File: src/rtl/tdm_slot_demux.sv
// Receive-side slot demux for the 4:1 time-multiplexed neuron datapath.
// Optional spike flags are enabled with the TDM_SPIKE_FLAG_EN macro.
module tdm_slot_demux #(
  parameter int unsigned WIDTH   = 8,
  parameter int unsigned LATENCY = 1
) (
  input  logic             clk,
  input  logic             rst,
  input  logic             en,
  output logic [1:0]       sel,
  input  logic [WIDTH-1:0] din,
  input  logic             in_valid,
`ifdef TDM_SPIKE_FLAG_EN
  input  logic [WIDTH-1:0] thresh,
  output logic [3:0]       spike,
`endif
  output logic [WIDTH-1:0] ch0,
  output logic [WIDTH-1:0] ch1,
  output logic [WIDTH-1:0] ch2,
  output logic [WIDTH-1:0] ch3,
  output logic [3:0]       upd,
  output logic             frame_done,
  output logic             miss
);

  logic [1:0]       sel_q, sel_d;
  logic             tag_vld;
  logic [1:0]       tag_slot;
  logic             wr;
  logic [WIDTH-1:0] ch_q [4];
  logic [WIDTH-1:0] ch_d [4];
  logic [3:0]       upd_q, upd_d;
  logic             fd_q, fd_d;
  logic             miss_q, miss_d;

  always_comb begin
    sel_d = sel_q;
    if (en) begin
      sel_d = sel_q + 2'd1;
    end
  end

  always_ff @(posedge clk) begin
    if (rst) begin
      sel_q <= 2'd0;
    end else begin
      sel_q <= sel_d;
    end
  end

  // Tag pipeline: each cycle's {en, sel} travels alongside the datapath.
  if (LATENCY == 0) begin : g_lat0
    assign tag_vld  = en;
    assign tag_slot = sel_q;
  end else begin : g_pipe
    logic [LATENCY-1:0] vld_q;
    logic [1:0]         slot_q [LATENCY];

    always_ff @(posedge clk) begin
      if (rst) begin
        vld_q <= '0;
        for (int unsigned i = 0; i < LATENCY; i++) begin
          slot_q[i] <= 2'd0;
        end
      end else begin
        vld_q[0]  <= en;
        slot_q[0] <= sel_q;
        for (int unsigned i = 1; i < LATENCY; i++) begin
          vld_q[i]  <= vld_q[i-1];
          slot_q[i] <= slot_q[i-1];
        end
      end
    end

    assign tag_vld  = vld_q[LATENCY-1];
    assign tag_slot = slot_q[LATENCY-1];
  end

  assign wr = tag_vld & in_valid;

  always_comb begin
    for (int k = 0; k < 4; k++) begin
      ch_d[k] = ch_q[k];
    end
    upd_d  = 4'b0000;
    fd_d   = 1'b0;
    miss_d = miss_q;
    if (wr) begin
      ch_d[tag_slot] = din;
      upd_d          = 4'b0001 << tag_slot;
      fd_d           = (tag_slot == 2'd3);
    end else if (tag_vld) begin
      // Expected result never showed up; remember it until reset.
      miss_d = 1'b1;
    end
  end

  always_ff @(posedge clk) begin
    if (rst) begin
      for (int k = 0; k < 4; k++) begin
        ch_q[k] <= '0;
      end
      upd_q  <= 4'b0000;
      fd_q   <= 1'b0;
      miss_q <= 1'b0;
    end else begin
      for (int k = 0; k < 4; k++) begin
        ch_q[k] <= ch_d[k];
      end
      upd_q  <= upd_d;
      fd_q   <= fd_d;
      miss_q <= miss_d;
    end
  end

`ifdef TDM_SPIKE_FLAG_EN
  logic [3:0] spike_q, spike_d;

  always_comb begin
    spike_d = spike_q;
    if (wr) begin
      spike_d[tag_slot] = (din >= thresh);
    end
  end

  always_ff @(posedge clk) begin
    if (rst) begin
      spike_q <= 4'b0000;
    end else begin
      spike_q <= spike_d;
    end
  end

  assign spike = spike_q;
`endif

  assign sel        = sel_q;
  assign ch0        = ch_q[0];
  assign ch1        = ch_q[1];
  assign ch2        = ch_q[2];
  assign ch3        = ch_q[3];
  assign upd        = upd_q;
  assign frame_done = fd_q;
  assign miss       = miss_q;

endmodule

File: config.mk
export PLATFORM = sky130hd
export DESIGN_NAME = tdm_slot_demux
export DESIGN_NICKNAME = d
export VERILOG_FILES = /design/src/rtl/tdm_slot_demux.sv
export SDC_FILE = /design/constraint.sdc
export NUM_CORES = 1
export LEC_CHECK = 0
export ABC_AREA = 1
export BUFFER_PORTS_ARGS = -buffer_cell sky130_fd_sc_hd__buf_2
export CORE_UTILIZATION = 45
export CTS_CLUSTER_DIAMETER = 50
export DETAILED_ROUTE_END_ITERATION = 8
export GPL_TIMING_DRIVEN = 0
export PLACE_DENSITY_LB_ADDON = 0.12
export SYNTH_ARGS = -nofsm -noshare
export SYNTH_HDL_FRONTEND = slang
export SYNTH_SLANG_ARGS = --single-unit
File: constraint.sdc
create_clock -name clk -period 1.3 [get_ports clk]
set_clock_uncertainty 0.05 [all_clocks]
set_input_delay 0.26 -clock clk [delete_from_list [all_inputs] [get_ports clk]]
set_output_delay 0.26 -clock clk [all_outputs]
set_load 0.01 [all_outputs]
==> impl_summary.txt <==
----------------------------------------------------
[Critical path]
  Number of buffers and inverters on the critical path ... 1
  Max incr delay on CP ... 450 ps
  Critical path data arrival time ... 1380 ps
  Crit Path Max Fanout ... 8
  Startpoint type of the worst setup path ... register
  Category of cells accounting for the largest share of critical-path delay ... simple AND/OR/NAND/NOR gates
  Worst setup path class ... register to register
  Slowest-stage cell, CP ... sky130_fd_sc_hd__dfxtp_2
  Worst setup EP type ... register
  Critical path, cell by cell ... inv_1 > nor2_2 > nand3_1 > nand2_1 > nor2_1
  Data required time at the worst endpoint ... 1500 ps

[Routing]
  Total wirelength of the detailed-routed design ... 3.47 mm
  Average vias per placed instance ... 4.73
  Drt pass-1 iters ... 4
  Wirelength per Cell ... 10.7 µm
  Initial drt markers ... 48
  ANT nets after route ... 0
  Vias after detailed routing ... 1536
  DRC violation count after routing ... 0

[Synth]
  Synth unique cells ... 16
  Count of synthesis-stage warnings from yosys ... 0
  Post-synthesis sequential area ratio ... 0.538
  Number of nets produced by synthesis ... 232
  Post-synthesis register bit count ... 43
  Basic-gate share of the synthesized area counting and, or, nand and nor cells ... 0.359
  Fraction of synthesized area in multiplexers ... 0
  Adder-cell share of the synthesized area ... 0
  Xor-xnor portion of the synthesized cell area ... 0
  Share of the synthesized area in compound gates (AO/OA/AOI/OAI) ... 0.0391
  Largest family of logic cells by synthesized area ... simple AND/OR/NAND/NOR gates
  Cell area after synthesis ... 1600 µm²
  Average cell area after synthesis ... 7.27 µm²
  Share of Yosys cell area claimed by the top area cell type ... 0.538
  Synthesized instance count ... 220
  Synth top area cells ... sky130_fd_sc_hd__dfxtp_1, sky130_fd_sc_hd__nor2_1, sky130_fd_sc_hd__nand2_1
  Post-synthesis cell type with the largest combined area ... sky130_fd_sc_hd__dfxtp_1

[Global routing]
  Combined global-route utilization of all metal layers ... 0.203
  Sum of overflow across all layers after global routing ... 0
  Routing usage on met1 ... 0.263
  Global-route wire length before repair ... 5.53 mm
  Number of global-route vias before repair ... 1250
  Most used routing layer in global routing ... met2
  M2 GR Usage ... 0.332
  Antenna violations before repair ... 0
  Largest net degree at the start of global routing ... 13
  Met3 layer usage reported by global route ... 0.0567

[Placed design]
  Buffers added on ports ... 51
  DP HPWL ... 2.56 mm
  Cell Count Post-Placement ... 317
  Final weighted congestion in routability-driven placement ... 0.776

[Clock tree]
  Clock buffer depth ... 2
  Root buf cell ... sky130_fd_sc_hd__clkbuf_4
  Worst-Skew Late Latency ... 330 ps
  Setup bufs post-CTS ... 0
  Clock tree sinks ... 43
  CTS buffer count ... 5
  Max H-tree Level ... 2
  CTS tree ... done
  Number of buffers inserted for hold repair after clock tree synthesis ... 0
  Clock transition at the register clock pins on the worst setup and hold paths after CTS ... 110 ps

[Pwr]
  Leakage ... 0.985 nW
  Power density over cell area ... 1110 nW/µm²
  Worst ir drop on vdd ... 0.673 mV

[Floorplanning]
  Die Ht ... 61.6 µm
  Die area ... 3800 µm²
  Die Wd ... 61.6 µm
  Number of top-level pins ... 52
  Row cnt ... 21
  CORE AREA ... 3360 µm²
  Initial Util ... 0.476

[Layout]
  Layout cell share with drive strength beyond 1 ... 0.262
  Final-stage net count ... 290
  ANT cells ... 0
  Non-filler cells in the finished layout ... 325
  Area overhead of the layout relative to synthesis ... 24.9%

[Timing]
  Normalized max-slew margin ... 0.721
  Pins Over Slew Limit ... 0
  Post-route fraction of the period consumed by the critical path ... 0.912
  Post-layout minimum cycle time ... 1190 ps
  RSZ-0062 raised after global routing ... false
  Count of endpoints failing setup in the final report ... 0
  Top achievable clock speed ... 844 MHz
  Slew of the pin with the lowest slew margin ... 418 ps
  Tightest hold margin ... 96.7 ps
  Final hold violations ... 0

[Hold path]
  Kind of path behind the tightest hold check ... input pin to register

[Status]
  Outcome ... completed

[Run]
  Number of max-cap violations ... 0

----------------------------------------------------
[final timing paths]
| path | from | endpoint | slack, ps | cells past startpoint |
|---|---|---|---|---|
| setup / recovery | g_pipe.slot_q[0][0]$_SDFF_PP0_ | ch_q[0][9]$_SDFFE_PP0P_ | 110 | 5 |
| hold / removal | rst | g_pipe.slot_q[0][1]$_SDFF_PP0_ | 100 | 2 |
| setup reg to reg | g_pipe.slot_q[0][0]$_SDFF_PP0_ | ch_q[0][9]$_SDFFE_PP0P_ | 110 | 5 |
| hold reg to reg | sel[0]$_SDFFE_PP0P_ | g_pipe.slot_q[0][0]$_SDFF_PP0_ | 410 | 2 |
[state kept, by name, indices dropped and copies added, names as in the netlist]
| register | flops |
|---|---|
| ch_q | 32 |
| upd | 4 |
| g_pipe.slot_q | 2 |
| sel | 2 |
| frame_done | 1 |
| g_pipe.vld_q | 1 |
| miss | 1 |
[layout by cell type, fill, tap and decap left out]
cell	instances
sky130_fd_sc_hd__a21oi_1	10
sky130_fd_sc_hd__nor2_2	2
sky130_fd_sc_hd__nand2_1	44
sky130_fd_sc_hd__nand2_2	2
sky130_fd_sc_hd__o21a_1	1
sky130_fd_sc_hd__clkinv_1	1
sky130_fd_sc_hd__dfxtp_1	41
sky130_fd_sc_hd__nor2_4	4
sky130_fd_sc_hd__dfxtp_2	2
sky130_fd_sc_hd__nor2_1	63
sky130_fd_sc_hd__clkbuf_4	7
sky130_fd_sc_hd__nor3_1	2
sky130_fd_sc_hd__inv_1	14
sky130_fd_sc_hd__clkbuf_1	5
sky130_fd_sc_hd__clkinv_2	1
sky130_fd_sc_hd__o21ai_0	1
sky130_fd_sc_hd__inv_2	1
sky130_fd_sc_hd__nand3_1	24
sky130_fd_sc_hd__buf_2	53
sky130_fd_sc_hd__buf_6	1
[Yosys cell counts, drive strengths merged]
library cell  count
nor3              2
nor2             69
nand3            24
dfxtp            43
clkbuf            3
inv              15
o21ai             1
buf               5
a21oi            10
nand2            46
o21a              1
clkinv            1
[timing repair]
action | in CTS | in global routing
hold endpoints to repair | 0 | 0
gates resized for setup | 1 | 12
endpoints found under the setup margin | 11 | 24
[final cells by class]
| class | instances | area [µm²] |
|---|---|---|
| Multi-Input combinational cell | 153 | 664 |
| Clock buffer | 7 | 45.0 |
| Inverter | 16 | 60.1 |
| Fill cell | 363 | 1370 |
| Sequential cell | 43 | 863 |
| Buffer | 8 | 47.5 |
| Tap cell | 46 | 57.6 |
| Timing Repair Buffer | 51 | 255 |
| Clock inverter | 1 | 5.00 |
[kinds of logic after synthesis]
family	after synthesis
flip-flops	43
AO/OA/AOI/OAI	12
AND/OR/NAND/NOR	141
buffers and inverters	24
[layer usage]
layer  wire length (µm)  vias up
met4                 31        0
met3                267        4
met5                  0        -
li1                   -      801
met1               1620      683
met2               1540       48
[where the power goes]
group / internal (mW) / switching [mW] / leakage [nW] / total (mW)
clock network: 0.211 / 0.394 / 0.0293 / 0.605
logic: 0.0833 / 0.150 / 0.606 / 0.233
registers: 1.35 / 0.0237 / 0.349 / 1.38
[metrics by stage]
stage / cell area (µm²) / TNS (ps) / power, mW / worst slack, ps / utilization
finish: 2000 / 0 / 2.21 / 115 / 0.594
floorplan: 1600 / 0 / 1.54 / 180 / -
CTS: 1970 / -99.2 / 2.22 / -22.8 / 0.584
global placement: 1910 / -58.3 / 1.63 / -16.0 / 0.569
global route: 2000 / 0 / 2.35 / 8.88 / 0.594
detailed placement: 1910 / -215 / 1.63 / -30.2 / 0.569
No activity file was read; power rests on OpenSTA's default activity.
